`config.mk`:
```
export PLATFORM = sky130hd
export DESIGN_NAME = pellet_map
export DESIGN_NICKNAME = d
export VERILOG_FILES = /design/src/rtl/pacman_pkg.sv /design/src/rtl/pellet_layout_rom.sv /design/src/rtl/pellet_map.sv
export SDC_FILE = /design/constraint.sdc
export NUM_CORES = 2
export LEC_CHECK = 0
export ABC_CLOCK_PERIOD_IN_PS = 49300
export CORE_MARGIN = 4
export CORE_UTILIZATION = 40
export DETAILED_ROUTE_END_ITERATION = 12
export HOLD_SLACK_MARGIN = 0.05
export PLACE_DENSITY_LB_ADDON = 0.08
export REMOVE_ABC_BUFFERS = 1
export SLEW_MARGIN = 20
export SYNTH_ARGS = -nofsm -noshare
export SYNTH_HDL_FRONTEND = slang
export SYNTH_SLANG_ARGS = --single-unit
```
`constraint.sdc`:
```
create_clock -name clk -period 49.3 [get_ports clk]
set_input_delay 4.93 -clock clk [delete_from_list [all_inputs] [get_ports clk]]
set_output_delay 4.93 -clock clk [all_outputs]
set_load 0.05 [all_outputs]
```
`src/rtl/pacman_pkg.sv`:
```
// pacman_pkg: shared definitions for the maze blocks.
//   TILE_W       - width of one tile coordinate (x or y)
//   MAP_ADDR_W   - width of a tile address {y, x} (stride 32 per row)
//   map_state_t  - pellet_map controller states
//   PELLET_ART   - pellet layout of the 28x31 maze, one row per entry,
//                  bit index = tile x ('1' = pellet or power pellet)
//   tile_addr()  - builds the tile address from x/y
package pacman_pkg;

  localparam int TILE_W     = 5;
  localparam int MAP_ADDR_W = 10;
  localparam int ART_W      = 28;
  localparam int ART_H      = 31;

  typedef enum logic [1:0] {
    ST_LOAD = 2'd0,
    ST_IDLE = 2'd1,
    ST_RMW  = 2'd2
  } map_state_t;

  localparam logic [0:ART_W-1] PELLET_ART [0:ART_H-1] = '{
    28'b0000000000000000000000000000,
    28'b0111111111111001111111111110,
    28'b0100001000001001000001000010,
    28'b0100001000001001000001000010,
    28'b0100001000001001000001000010,
    28'b0111111111111111111111111110,
    28'b0100001001000000001001000010,
    28'b0100001001000000001001000010,
    28'b0111111001111001111001111110,
    28'b0000001000000000000001000000,
    28'b0000001000000000000001000000,
    28'b0000001000000000000001000000,
    28'b0000001000000000000001000000,
    28'b0000001000000000000001000000,
    28'b0000001000000000000001000000,
    28'b0000001000000000000001000000,
    28'b0000001000000000000001000000,
    28'b0000001000000000000001000000,
    28'b0000001000000000000001000000,
    28'b0000001000000000000001000000,
    28'b0111111111111001111111111110,
    28'b0100001000001001000001000010,
    28'b0100001000001001000001000010,
    28'b0111001111111001111111001110,
    28'b0001001001000000001001001000,
    28'b0001001001000000001001001000,
    28'b0111111001111001111001111110,
    28'b0100000000001001000000000010,
    28'b0100000000001001000000000010,
    28'b0111111111111111111111111110,
    28'b0000000000000000000000000000
  };

  function automatic logic [MAP_ADDR_W-1:0] tile_addr(input logic [TILE_W-1:0] x,
                                                      input logic [TILE_W-1:0] y);
    return {y, x};
  endfunction

endpackage

```
`src/rtl/pellet_layout_rom.sv`:
```
// pellet_layout_rom: combinational level-layout ROM.
//   addr  in  MAP_ADDR_W  tile address {y, x}
//   data  out 2           {power, pellet}; 0 for tiles outside the grid
// Power pellets sit in the four maze corners at (1,3), (26,3), (1,23), (26,23)
// and are also marked as ordinary pellets in the art.
module pellet_layout_rom
  import pacman_pkg::*;
#(
  parameter int GRID_W = 28,
  parameter int GRID_H = 31
) (
  input  logic [MAP_ADDR_W-1:0] addr,
  output logic [1:0]            data
);

  logic [TILE_W-1:0] x;
  logic [TILE_W-1:0] y;
  logic              in_range;
  logic              pellet;
  logic              power;

  always_comb begin
    x        = addr[TILE_W-1:0];
    y        = addr[MAP_ADDR_W-1:TILE_W];
    in_range = (int'(x) < GRID_W) && (int'(y) < GRID_H) &&
               (int'(x) < ART_W) && (int'(y) < ART_H);
    pellet   = 1'b0;
    power    = 1'b0;
    if (in_range) begin
      pellet = PELLET_ART[y][x];
      power  = ((x == 5'd1) || (x == 5'd26)) && ((y == 5'd3) || (y == 5'd23));
    end
    data = {power, pellet};
  end

endmodule

```
`src/rtl/pellet_map.sv`:
```
// pellet_map: pellet state store for the maze.
//   clk, reset        clock, synchronous active-high reset
//   cpu_x, cpu_y      CPU query / clear tile
//   clear_req         pulse: eat the pellet at (cpu_x, cpu_y)
//   refill_req        pulse: reload the layout for the next level
//   vid_x, vid_y      renderer tile
//   pellet_data       pellet at CPU tile (registered, 1 cycle)
//   vid_pellet        pellet at renderer tile (registered, 1 cycle)
//   eaten             pulse: a pellet was removed
//   remaining         pellets still present
//   level_clear       remaining == 0 and not busy
//   busy              layout load in progress
//   vid_power         power pellet at renderer tile   (PELLET_POWER_EN)
//   power_eaten       pulse with eaten for a power pellet (PELLET_POWER_EN)
//   state             controller state (LOAD / IDLE / RMW)
// Optional feature macro: PELLET_POWER_EN adds the power-pellet plane.
module pellet_map
  import pacman_pkg::*;
#(
  parameter int GRID_W       = 28,
  parameter int GRID_H       = 31,
  parameter int LAYOUT_COUNT = 244
) (
  input  logic                  clk,
  input  logic                  reset,
  input  logic [TILE_W-1:0]     cpu_x,
  input  logic [TILE_W-1:0]     cpu_y,
  input  logic                  clear_req,
  input  logic                  refill_req,
  input  logic [TILE_W-1:0]     vid_x,
  input  logic [TILE_W-1:0]     vid_y,
  output logic                  pellet_data,
  output logic                  vid_pellet,
  output logic                  eaten,
  output logic [MAP_ADDR_W-1:0] remaining,
  output logic                  level_clear,
  output logic                  busy,
`ifdef PELLET_POWER_EN
  output logic                  vid_power,
  output logic                  power_eaten,
`endif
  output map_state_t            state
);

  localparam int MAP_SIZE = 1 << MAP_ADDR_W;

  if (LAYOUT_COUNT >= MAP_SIZE) begin : g_count_check
    $error("pellet_map: LAYOUT_COUNT does not fit in remaining");
  end

  logic [MAP_ADDR_W-1:0] load_addr;
  logic [MAP_ADDR_W-1:0] rmw_addr;
  logic [1:0]            rom_data;
  logic                  rom_pellet;
  logic                  start_load;
  logic                  read_ok;
  logic                  cpu_in_range;
  logic                  vid_in_range;
  logic                  wr_en;
  logic [MAP_ADDR_W-1:0] wr_addr;
  logic                  wr_pellet;
  logic                  pel_ram [0:MAP_SIZE-1];

  pellet_layout_rom #(
    .GRID_W (GRID_W),
    .GRID_H (GRID_H)
  ) u_rom (
    .addr (load_addr),
    .data (rom_data)
  );

  // A power tile is always a pellet tile, so it is stored and counted once.
  assign rom_pellet = |rom_data;

  // Requests: refill (or reset) always wins and restarts the load. clear_req is
  // taken only in IDLE with in-range coordinates; anywhere else it is dropped.
  always_comb begin
    start_load   = reset || refill_req;
    read_ok      = (state != ST_LOAD) && !refill_req;
    cpu_in_range = (int'(cpu_x) < GRID_W) && (int'(cpu_y) < GRID_H);
    vid_in_range = (int'(vid_x) < GRID_W) && (int'(vid_y) < GRID_H);
    wr_en        = 1'b0;
    wr_addr      = load_addr;
    wr_pellet    = rom_pellet;
    if (!start_load) begin
      if (state == ST_LOAD) begin
        wr_en = 1'b1;
      end else if (state == ST_RMW) begin
        // Clearing an already-empty tile is harmless, so write unconditionally.
        wr_en     = 1'b1;
        wr_addr   = rmw_addr;
        wr_pellet = 1'b0;
      end
    end
  end

  always_ff @(posedge clk) begin
    if (wr_en) pel_ram[wr_addr] <= wr_pellet;
  end

`ifdef PELLET_POWER_EN
  logic pow_ram [0:MAP_SIZE-1];

  always_ff @(posedge clk) begin
    if (wr_en) pow_ram[wr_addr] <= wr_pellet & rom_data[1];
  end
`endif

  always_ff @(posedge clk) begin
    eaten <= 1'b0;
`ifdef PELLET_POWER_EN
    power_eaten <= 1'b0;
`endif
    if (start_load) begin
      state     <= ST_LOAD;
      load_addr <= '0;
      remaining <= '0;
    end else begin
      case (state)
        ST_LOAD: begin
          if (rom_pellet) remaining <= remaining + 1'b1;
          load_addr <= load_addr + 1'b1;
          if (load_addr == '1) state <= ST_IDLE;
        end
        ST_IDLE: begin
          if (clear_req && cpu_in_range) begin
            rmw_addr <= tile_addr(cpu_x, cpu_y);
            state    <= ST_RMW;
          end
        end
        ST_RMW: begin
          if (pel_ram[rmw_addr]) begin
            eaten <= 1'b1;
            if (remaining != '0) remaining <= remaining - 1'b1;
`ifdef PELLET_POWER_EN
            power_eaten <= pow_ram[rmw_addr];
`endif
          end
          state <= ST_IDLE;
        end
        default: state <= ST_LOAD;
      endcase
    end
  end

  always_ff @(posedge clk) begin
    if (reset) begin
      pellet_data <= 1'b0;
      vid_pellet  <= 1'b0;
`ifdef PELLET_POWER_EN
      vid_power   <= 1'b0;
`endif
    end else begin
      pellet_data <= read_ok & cpu_in_range & pel_ram[tile_addr(cpu_x, cpu_y)];
      vid_pellet  <= read_ok & vid_in_range & pel_ram[tile_addr(vid_x, vid_y)];
`ifdef PELLET_POWER_EN
      vid_power   <= read_ok & vid_in_range & pow_ram[tile_addr(vid_x, vid_y)];
`endif
    end
  end

  assign busy        = (state == ST_LOAD);
  assign level_clear = (remaining == '0) && !busy;

endmodule
```
==> impl_metrics.ini <==
[synth]
yosysSeqAreaShare_pct = 50.2
syn_avg_cell_area_um2 = 14.9
synthesis.area_um2 = 63200
synth-seq-cells = 1069
synthCells = 4236
synth_edf_count = 1034
async_flop_share_pct = 0
yosys_warnings = 0
synth_cell_types = 71
ys.flop_type = edfxtp_1

[cells_and_area]
n_fill_cell = 14046
most-common-layout-cells = nor2_1, edfxtp_1, mux4_2
nets = 4095
drive_gt1_share_pct = 31.5
seqCellArea_um2 = 31800
multiInputGateArea_um2 = 29700
final_common_cell = nor2_1
area_growth_pct = 9.84

[clock_tree]
clock_latency_ps = 780
cts_buffer_depth = 3
ctsHoldBuffers = 0
cts_inserted_buffers = 130
cts_setup_buffers = 0
cts.sinks = 1069
cts_root_buffer = clkbuf_16
h-tree-depth = 4
post_cts_resized = 0
cts.clk_slew.worst_paths_ps = 60
cts_tree = yes

[power]
p_sw_share_pct = 23.1
p_int_mw = 1.60
power_switching_uw = 481
pwr-share-clk_pct = 46.0
vdd_drop_max_uv = 24.5
p_comb_share_pct = 6.6
leakagePower_nw = 21.0
p_per_area_nw_per_um2 = 29.9
power.share.sequential_pct = 47.4

[floorplan]
coreArea_um2 = 157000
die_w_um = 406
chipHeight_um = 406
io_pins = 41
start_util_pct = 40.4
die_area_um2 = 164000
core.rowCount = 145

[setup_path]
cp_max_fo = 67
worstPathRequired_ps = 49950
cp.arrival_ps = 11520
critPathKind = input pin to flip-flop
critPathLaunchType = input pin
reg2reg_depth = 11
critPathCaptureType = flip-flop

[place]
gp_congestion = 0.863
dpl.hpwl_um = 135000
pre_cts_slack_ps = 37350
io_buffers = 40

[timing]
worst_pin_slew_ps = 1250
fmax_mhz = 92.0
finalClockSkew_ps = 24.7
period_share_pct = 22.0
setup_ws_ps = 38430
hold_violations = 0
rsz0062_at_grt = false
finalCriticalPeriod_ps = 10870
slew_viol_final = 0
relSlewSlack_pct = 16.0
setup_viol = 0
setup_tns_ps = 0

[global_routing]
grt_pass1_vias = 41396
grt_pass1_wl_um = 338000
grt.total_usage_pct = 29.3
grt_max_degree = 251
antenna_found_initial = 12
grt_overflow = 0

[min_path]
hp-class = flip-flop to flip-flop
whs_path_depth = 2

[route]
antenna_left = 0
drt_iter0_markers = 6234
via_per_inst = 6.78
wirelength_um = 240000
wl_per_cell_um = 38.6
drc = 0
routed-via-count = 42193
dr.pass1.iters = 6

[job]
cap_viol_max_count = 0

[run_status]
outcome = finished clean
## routing by layer
metal | vias to the layer above | global-route usage, % | wire [um]
li1 | 16520 | - | -
met1 | 22881 | 40.9 | 96700
met2 | 2390 | 45.3 | 111000
met3 | 402 | 7.05 | 23700
met4 | 0 | 9.97 | 8990
met5 | - | 0 | 0
## cells by family after synthesis
kind of cell | count (synthesis) | share of synthesized area [%]
AOI/OAI and AO/OA | 237 | 2.55
xor gates and xnor gates | 16 | 0.222
adders and majority gates | 18 | 0.368
buffers and inverters | 476 | 3.25
DFF | 1069 | 50.2
muxes | 1034 | 34.7
and+or+nand+nor | 1386 | 8.67
## per-stage QoR
step | util, % | hold slack, ps | cell area, um2 | instances | total power [mW]
after floorplan | - | 465 | 61300 | 3785 | 1.08
after global placement | 41.7 | 508 | 65200 | 5979 | 1.14
after detailed placement | 41.7 | 510 | 65200 | 5979 | 1.14
after CTS | 44.3 | 509 | 69400 | 6214 | 2.09
after global routing | 44.3 | 535 | 69400 | 6214 | 2.14
final | 44.4 | 513 | 69400 | 6222 | 2.08
## Yosys cell counts (7+ instances only)
master,instances,share of area [%]
inv_1,21,0.12
buf_1,45,0.27
nor2_1,1100,6.5
o21ai_0,46,0.36
mux2i_1,94,1.5
nand4_1,11,0.11
mux4_2,926,33
o221ai_1,22,0.30
nor2b_1,15,0.15
ha_1,17,0.34
nand3_1,25,0.20
xnor2_1,13,0.18
buf_4,14,0.17
o211ai_1,9,0.11
edfxtp_1,1034,49
mux2_2,14,0.25
clkbuf_1,300,1.8
a22oi_1,23,0.27
o22ai_1,14,0.14
buf_2,78,0.62
nand2b_1,11,0.11
dfxtp_1,35,1.1
a21oi_1,39,0.31
buf_6,11,0.20
a211oi_1,12,0.14
a31oi_1,13,0.13
nor3_1,17,0.13
nand2_1,167,0.99
and2_1,7,0.069
## sequential cells by signal (all words and copies together), names as in the netlist, named ones only
register / count
eaten: 1
load_addr: 10
pel_ram: 1024
pellet_data: 1
remaining: 10
rmw_addr: 10
state: 2
vid_pellet: 1
## final timing paths
kind / startpoint / to / slack, ps
max: cpu_x[0] / pellet_data$_SDFF_PP0_ / 38430
min: remaining[9]$_SDFFE_PN0P_ / remaining[9]$_SDFFE_PN0P_ / 510
max reg2reg: flip-flop / remaining[1]$_SDFFE_PN0P_ / 43220
min reg2reg: remaining[9]$_SDFFE_PN0P_ / remaining[9]$_SDFFE_PN0P_ / 510
## power groups by stage
stage          logic, mW  clock network, mW  registers [mW]
6_report           0.137              0.957           0.985
3_3_place_gp       0.137                  0            1.00
4_1_cts            0.138              0.972           0.985
3_5_place_dp       0.138                  0            1.00
5_1_grt            0.142               1.01           0.985
2_1_floorplan     0.0710                  0            1.01
## critical path, cell delays in order
cell and delay, ps:
buf_8 500, buf_4 800, buf_4 800, buf_4 760, buf_4 790, mux4_2 600, mux4_2 530, mux4_2 580
mux4_2 520, mux2i_1 180, nor2_1 70, a21oi_1 140, nor4b_1 70
## final cells by class
cell class                      count  area share (%)
Antenna cell                        8          0.0288
Clock buffer                      158            4.99
Clock inverter                     77           0.980
Inverter                           25           0.135
Multi-Input combinational cell   2691            42.7
Sequential cell                  1069            45.7
Tap cell                         2058            3.71
Timing Repair Buffer              136            1.70
Power figures use the tool's default switching activity.
